File: config.mk
export PLATFORM = sky130hd
export DESIGN_NAME = serial_adder_flat
export DESIGN_NICKNAME = d
export VERILOG_FILES = /design/src/rtl/serial_adder_if.sv /design/src/rtl/serial_adder.sv /design/src/flat_wrapper.sv
export SDC_FILE = /design/constraint.sdc
export NUM_CORES = 1
export LEC_CHECK = 0
export ABC_CLOCK_PERIOD_IN_PS = 1200
export CORE_ASPECT_RATIO = 0.7
export CORE_MARGIN = 3
export CORE_UTILIZATION = 45
export DETAILED_ROUTE_END_ITERATION = 8
export GPL_ROUTABILITY_DRIVEN = 0
export GPL_TIMING_DRIVEN = 0
export PLACE_DENSITY = 0.75
export RECOVER_POWER = 25
export SLEW_MARGIN = 10
export SYNTH_ARGS = -nofsm -noshare
export SYNTH_HDL_FRONTEND = slang
export SYNTH_SLANG_ARGS = --single-unit
File: constraint.sdc
create_clock -name clk -period 1.2 [get_ports clk]
set_input_delay 0.12 -clock clk [delete_from_list [all_inputs] [get_ports clk]]
set_output_delay 0.12 -clock clk [all_outputs]
set_load 0.005 [all_outputs]
File: src/rtl/serial_adder_if.sv
// Operand/result handshake bundle for the bit-serial adder.
// The producer drives the master side; the adder sits on the slave side.
interface serial_adder_if #(
  parameter int unsigned WIDTH = 8
);
  logic             in_valid;
  logic             in_ready;
  logic [WIDTH-1:0] a;
  logic [WIDTH-1:0] b;
  logic             carry_in;
  logic             subtract;
  logic             out_valid;
  logic             out_ready;
  logic [WIDTH-1:0] sum;
  logic             carry_out;
  logic             overflow;

  modport master (
    output in_valid, a, b, carry_in, subtract, out_ready,
    input  in_ready, out_valid, sum, carry_out, overflow
  );

  modport slave (
    input  in_valid, a, b, carry_in, subtract, out_ready,
    output in_ready, out_valid, sum, carry_out, overflow
  );
endinterface

File: src/rtl/serial_adder.sv
// Bit-serial adder/subtractor: one full-adder slice walks the operands LSB first,
// one bit per clock, then holds the result until the consumer takes it.
module serial_adder #(
  parameter int unsigned WIDTH = 8
) (
  input  logic           clk,
  input  logic           reset,
  serial_adder_if.slave  bus
);

  localparam int unsigned IDXW = $clog2(WIDTH) + 1;

  typedef enum logic [1:0] {
    IDLE = 2'd0,
    ADD  = 2'd1,
    DONE = 2'd2
  } state_t;

  state_t           state;
  state_t           state_next;
  logic [WIDTH-1:0] a_sh;
  logic [WIDTH-1:0] a_sh_next;
  logic [WIDTH-1:0] b_sh;
  logic [WIDTH-1:0] b_sh_next;
  logic [WIDTH-1:0] acc;
  logic [WIDTH-1:0] acc_next;
  logic [WIDTH-1:0] sum_q;
  logic [WIDTH-1:0] sum_next;
  logic             carry;
  logic             carry_next;
  logic [IDXW-1:0]  idx;
  logic [IDXW-1:0]  idx_next;
  logic             cout_q;
  logic             cout_next;
  logic             ovf_q;
  logic             ovf_next;
  logic             in_ready_q;
  logic             in_ready_next;
  logic             out_valid_q;
  logic             out_valid_next;

  logic             bit_sum_c;
  logic             bit_carry_c;
  logic             last_bit_c;

  // Single one-bit full-adder slice fed from the low end of the shift registers.
  always_comb begin
    bit_sum_c   = a_sh[0] ^ b_sh[0] ^ carry;
    bit_carry_c = (a_sh[0] & b_sh[0]) | (a_sh[0] & carry) | (b_sh[0] & carry);
    last_bit_c  = (idx == IDXW'(WIDTH - 1));
  end

  // Next-state and datapath update.
  always_comb begin
    state_next = state;
    a_sh_next  = a_sh;
    b_sh_next  = b_sh;
    acc_next   = acc;
    sum_next   = sum_q;
    carry_next = carry;
    idx_next   = idx;
    cout_next  = cout_q;
    ovf_next   = ovf_q;

    case (state)
      IDLE: begin
        if (bus.in_valid) begin
          // Subtract is a + ~b + 1, so invert b and force the initial carry.
          a_sh_next  = bus.a;
          b_sh_next  = bus.b ^ {WIDTH{bus.subtract}};
          carry_next = bus.subtract | bus.carry_in;
          idx_next   = '0;
          acc_next   = '0;
          state_next = ADD;
        end
      end

      ADD: begin
        a_sh_next            = a_sh >> 1;
        b_sh_next            = b_sh >> 1;
        acc_next             = acc >> 1;
        acc_next[WIDTH-1]    = bit_sum_c;
        carry_next           = bit_carry_c;
        idx_next             = idx + IDXW'(1);
        if (last_bit_c) begin
          // carry holds the carry into the MSB while the MSB is being processed.
          sum_next   = acc_next;
          cout_next  = bit_carry_c;
          ovf_next   = carry ^ bit_carry_c;
          state_next = DONE;
        end
      end

      DONE: begin
        if (bus.out_ready) begin
          state_next = IDLE;
        end
      end

      default: begin
        state_next = IDLE;
      end
    endcase

    in_ready_next  = (state_next == IDLE);
    out_valid_next = (state_next == DONE);
  end

  // State and datapath registers with synchronous reset.
  always_ff @(posedge clk) begin
    if (reset) begin
      state       <= IDLE;
      a_sh        <= '0;
      b_sh        <= '0;
      acc         <= '0;
      sum_q       <= '0;
      carry       <= 1'b0;
      idx         <= '0;
      cout_q      <= 1'b0;
      ovf_q       <= 1'b0;
      in_ready_q  <= 1'b1;
      out_valid_q <= 1'b0;
    end else begin
      state       <= state_next;
      a_sh        <= a_sh_next;
      b_sh        <= b_sh_next;
      acc         <= acc_next;
      sum_q       <= sum_next;
      carry       <= carry_next;
      idx         <= idx_next;
      cout_q      <= cout_next;
      ovf_q       <= ovf_next;
      in_ready_q  <= in_ready_next;
      out_valid_q <= out_valid_next;
    end
  end

  assign bus.in_ready  = in_ready_q;
  assign bus.out_valid = out_valid_q;
  assign bus.sum       = sum_q;
  assign bus.carry_out = cout_q;
  assign bus.overflow  = ovf_q;

endmodule
File: src/flat_wrapper.sv
// flat-port wrapper written by rule: the top's interface ports become plain ports
module serial_adder_flat 
#(
  parameter int unsigned WIDTH = 8
)
  (clk, reset, bus_in_valid, bus_a, bus_b, bus_carry_in, bus_subtract, bus_out_ready, bus_in_ready, bus_out_valid, bus_sum, bus_carry_out, bus_overflow);
  serial_adder_if #(.WIDTH(WIDTH)) bus_i ();
  input  logic clk;
  input  logic reset;
  input wire logic [$bits(bus_i.in_valid)-1:0] bus_in_valid;
  input wire logic [$bits(bus_i.a)-1:0] bus_a;
  input wire logic [$bits(bus_i.b)-1:0] bus_b;
  input wire logic [$bits(bus_i.carry_in)-1:0] bus_carry_in;
  input wire logic [$bits(bus_i.subtract)-1:0] bus_subtract;
  input wire logic [$bits(bus_i.out_ready)-1:0] bus_out_ready;
  output wire logic [$bits(bus_i.in_ready)-1:0] bus_in_ready;
  output wire logic [$bits(bus_i.out_valid)-1:0] bus_out_valid;
  output wire logic [$bits(bus_i.sum)-1:0] bus_sum;
  output wire logic [$bits(bus_i.carry_out)-1:0] bus_carry_out;
  output wire logic [$bits(bus_i.overflow)-1:0] bus_overflow;
  assign bus_i.in_valid = bus_in_valid;
  assign bus_i.a = bus_a;
  assign bus_i.b = bus_b;
  assign bus_i.carry_in = bus_carry_in;
  assign bus_i.subtract = bus_subtract;
  assign bus_i.out_ready = bus_out_ready;
  assign bus_in_ready = bus_i.in_ready;
  assign bus_out_valid = bus_i.out_valid;
  assign bus_sum = bus_i.sum;
  assign bus_carry_out = bus_i.carry_out;
  assign bus_overflow = bus_i.overflow;
  serial_adder #(.WIDTH(WIDTH)) u_core (.clk(clk), .reset(reset), .bus(bus_i));
endmodule
# After elaboration in Yosys (flattened, before gate mapping)
# Cells that the tools add are included.
# word_totals
reg_bits	43
word_cells	46
input_bits	22
out_inout_bits	12
# op_classes
reduce_logical	5
n_bitwise	10
n_mux	14
add_sub_neg	1
n_eq_ne	5
# ops
cell	n
case mux 8 bit (2 select lines)	3
2-to-1 mux 8 bit	3
case mux 4 bit (2 select lines)	1
bitwise XOR 8 bit	1
2-to-1 mux 2 bit	3
case mux 2 bit (3 select lines)	1
adder 4 x 1 -> 4 bit (second input constant)	1
== test 2 bit (second input constant)	2
== test 4 x 3 -> 1 bit (second input constant)	1
logical NOT 2 bit	2
2-to-1 mux 4 bit	1
AND reduction 2 bit	2
AND 1 bit	3
bitwise OR 1 bit	3
bitwise XOR 1 bit	3
== test 2 x 1 -> 1 bit (second input constant)	1
inequality test 2 bit (second input constant)	1
case mux 1 bit (2 select lines)	1
nonzero test 2 bit	1
2-to-1 mux 1 bit	1

# Depth between registers and ports, before layout
# depth
ltp_word	4
mapped_depth	6
depth_no_buf	5

# Least setup slack after synthesis
# Ideal clock, no wire load.
# synth_timing
path_kind	register -> register
startpoint	register u_core.idx[0]
endpoint	register u_core.out_valid_q (netlist: u_core.bus.out_valid)
path_stages_with_launch	6
path_buffers	1
path_slack_ps	-78
setup_ps	95
arrival_ps	1182
period_less_slack_ps	1278
required_ps	1105
cell_sequence	dfxtp_1 -> ha_1 -> and4b_1 -> buf_4 -> nand2_1 -> a221oi_1
# synth_via
elab_chain_cells	4
# synth_lines
element	line_no	source
start, declared	serial_adder.sv:31	logic [IDXW-1:0] idx;
start signal, assigned	serial_adder.sv:130	idx <= idx_next;
== test 4 x 3 -> 1 bit	serial_adder.sv:50	last_bit_c = (idx == IDXW'(WIDTH - 1));
2-to-1 mux 2 bit	serial_adder.sv:85	if (last_bit_c) begin
case mux 2 bit (3 select lines)	serial_adder.sv:65	case (state)
== test 2 bit	serial_adder.sv:106	out_valid_next = (state_next == DONE);
end signal, assigned	serial_adder.sv:134	out_valid_q <= out_valid_next;
end, declared	serial_adder.sv:39	logic out_valid_q;
# Every way passes these cells.
# A chain may end at the register's enable or synchronous reset.

# Worst setup path after layout
# layout_timing
startpoint	register u_core.idx[0]
endpoint	register u_core.sum_q[2] (netlist: u_core.bus.sum[2])
# layout_via
elab_chain_cells	2
# layout_lines
element	line_no	source
== test 4 x 3 -> 1 bit	serial_adder.sv:50	
AND reduction 2 bit (no line)	n/a	
end signal, assigned	serial_adder.sv:128	sum_q <= sum_next;
end, declared	serial_adder.sv:27	logic [WIDTH-1:0] sum_q;
# Every way passes these cells.

==> flow_summary.toml <==
[synthesis]
ys_seq_elements = 42
yosys-top-cells-area = "dfxtp_1, a22oi_1, o22ai_1"
syn-num-nets = 212
synthArstFlopShare_pct = 0
synth-edff-count = 0
avgSynthCellArea_um2 = 9.14
synth.distinct_cells = 35
ys_seq_area_share_pct = 48.9
synth_flop_cell = "dfxtp_1"
yosysMostFrequentCell = "dfxtp_1"
syn_inst = 188
syn-cell-area_um2 = 1720
yosysWarningCount = 0
synth_commonest_cells = "dfxtp_1, a21oi_1, a22oi_1"
synth_top_area_share_pct = 48.9
yosysTopAreaCell = "dfxtp_1"

[place]
port_buffers = 31
preCtsSetupSlack_ps = -353
dpl.hpwl_um = 2790
placed_area_um2 = 2130

[cts]
cts_sinks = 42
path_clk_slew_ps = 80
ctsLongestPathBuffers = 2
numCtsBuffers = 5
cts_tree = "done"
clk_latency_ps = 290
cts_max_level = 2
cts_hold_buf = 0
cts_root_buf = "clkbuf_8"

[drt]
dr_total_vias = 1633
drcViolationCount = 0
wire_per_inst_um = 16.4
routed_via_density = 5.55
drt_wl_total_um = 4820
drtIter0Drc = 159
ant_nets = 0
firstDrtPassIters = 4

[critical_path]
r2r_slack_ps = -100
slowest_delay_ps = 360
crit_chain = "ha_4 > and4b_2 > buf_6 > buf_12 > nand3_2 > a21oi_2"
start_kind = "register"
timing.rr.end = "u_core.bus.sum[2]"
critPathRequiredTime_ps = 1420
path_class = "register to register"
cp.arrival_ps = 1510
path_max_fanout = 3
worstReg2RegStart = "u_core.idx[0]"
critPathLaunch = "u_core.idx[0]"
end_kind = "register"
reg2reg_depth = 6
slowest_stage = "dfxtp_2"
crit_end = "u_core.bus.sum[2]"

[sta]
hold_viol_final = 0
drv_slew = 0
slew_headroom_pct = 63.6
rsz0062_at_grt = "true"
post-route-min-period_ps = 1300
finClkSkew_ps = 5.93
final-setup-viol-count = 18
worst_slack_ps = -96.1
hold_ws_ps = 302
tns_ps = -931
tightestPinTransition_ps = 546
fin_crit_sh_pct = 108
fmax_mhz = 772

[floorplan]
die_h_um = 57.7
coreArea_um2 = 3600
initial_core_util_pct = 47.7
die-area_um2 = 4610
die_w_um = 79.9
row_count = 18
pin_count = 34

[status]
violations = "negative setup slack"
status = "finished with violations"

[power_and_ir_drop]
power.total_mw = 2.87
p_leak_nw = 0.952
power_density_nw_per_um2 = 1110
ir_drop_mv = 0.673

[grt]
grt_first_pass_wirelength_um = 6790
grt_max_degree = 13
grt-ovfl-total = 0
grt_pass1_vias = 1420
grt_usage_pct = 19.0
antenna_found_initial = 0

[layout]
area_growth_pct = 50.3
nets = 267
diodes = 0
drive_gt1_share_pct = 34.4
design_area_um2 = 2580

[job]
drv_cap = 0

[worst_hold_path]
min_path_type = "primary input to register"
whs_path_depth = 3
[stage by stage]
step	std cells	util, %
4_1_cts	289	67.3
2_1_floorplan	188	-
5_1_grt	294	71.7
3_5_place_dp	269	59.1
3_3_place_gp	269	59.1
6_report	294	71.7
[cell families (layout without fill, tap and decap cells)]
| family | after synthesis | after routing | share of synthesized area (%) |
|---|---|---|---|
| AO/OA/AOI/OAI | 73 | 73 | 26.9 |
| AND/OR/NAND/NOR | 40 | 40 | 11.4 |
| multiplexers | 1 | 1 | 0.582 |
| XOR/XNOR | 9 | 9 | 4.59 |
| flip-flops | 42 | 42 | 48.9 |
| buffers and inverters | 21 | 77 | 5.68 |
| adder cells (fa/ha/maj) | 2 | 2 | 1.89 |
[layer usage]
metal | share of wire (%) | GRT usage, % | vias up
met1 | 49 | 27.2 | 781
met4 | 0.60 | 5.78 | 0
met5 | 0 | 0 | -
met2 | 46 | 28.4 | 48
met3 | 4.6 | 4.66 | 4
li1 | - | - | 800
[placed cells by master (no fill, tap or decap), drive strengths merged, types with 2 or more instances in the layout]
master         Yosys  final
dfxtp             42     42
buf                8     26
clkdlybuf4s50      0     19
a22oi             16     16
a21oi             16     16
o22ai             15     15
nor2              15     15
o21ai             15     15
clkbuf             7     13
dlygate4sd2        0     12
nand3             10     10
xnor2              8      8
inv                5      4
nand2              4      4
a221oi             3      3
nor2b              3      3
nand2b             3      3
clkinv             1      2
a211oi             2      2
[critical path, delay by kind of cell (launching register included)]
kind / cells / cell delay (ps)
and+or+nand+nor: 2 / 350
buffers and inverters: 2 / 250
AOI/OAI and AO/OA: 1 / 120
adders and majority gates: 1 / 150
DFF: 1 / 360
[flip-flops by register name, indices dropped and copies added, names as in the netlist]
signal / cells
u_core.bus.sum: 8
u_core.bus.out_valid: 1
u_core.bus.overflow: 1
u_core.a_sh: 8
u_core.acc: 7
u_core.carry: 1
u_core.b_sh: 8
u_core.state: 2
u_core.bus.in_ready: 1
u_core.bus.carry_out: 1
u_core.idx: 4
[what timing repair did]
action                                  4_1_cts  5_1_grt
endpoints found under the setup margin       53       34
gates resized for setup                      43       38
gates cloned                                  2        2
buffers inserted                             11        3
pin swaps                                    12       23
[where the power goes]
part           internal, mW  total [mW]  switching [mW]
Clock                 0.464       0.930           0.466
Combinational         0.237       0.443           0.206
Sequential             1.45        1.50          0.0431
[area by class of cell]
type | instances | area, um2
buffer | 14 | 118
fill | 266 | 1020
timing repair buffer | 49 | 455
sequential | 42 | 855
inverter | 6 | 27.5
tap | 50 | 62.6
multi-input combinational | 125 | 975
clock buffer | 7 | 86.3
clock inverter | 1 | 5.00
[how the worst min path moves through the flow]
stage | to | slack [ps] | startpoint
2_1_floorplan | u_core.a_sh[7] | 270 | bus_a[7]
3_3_place_gp | u_core.bus.sum[5] | 460 | u_core.bus.sum[5]
3_5_place_dp | u_core.bus.sum[5] | 470 | u_core.bus.sum[5]
4_1_cts | u_core.b_sh[0] | 300 | reset
5_1_grt | u_core.b_sh[0] | 340 | bus_subtract
6_report | u_core.b_sh[5] | 300 | bus_subtract
(Power assumes the default switching activity.)
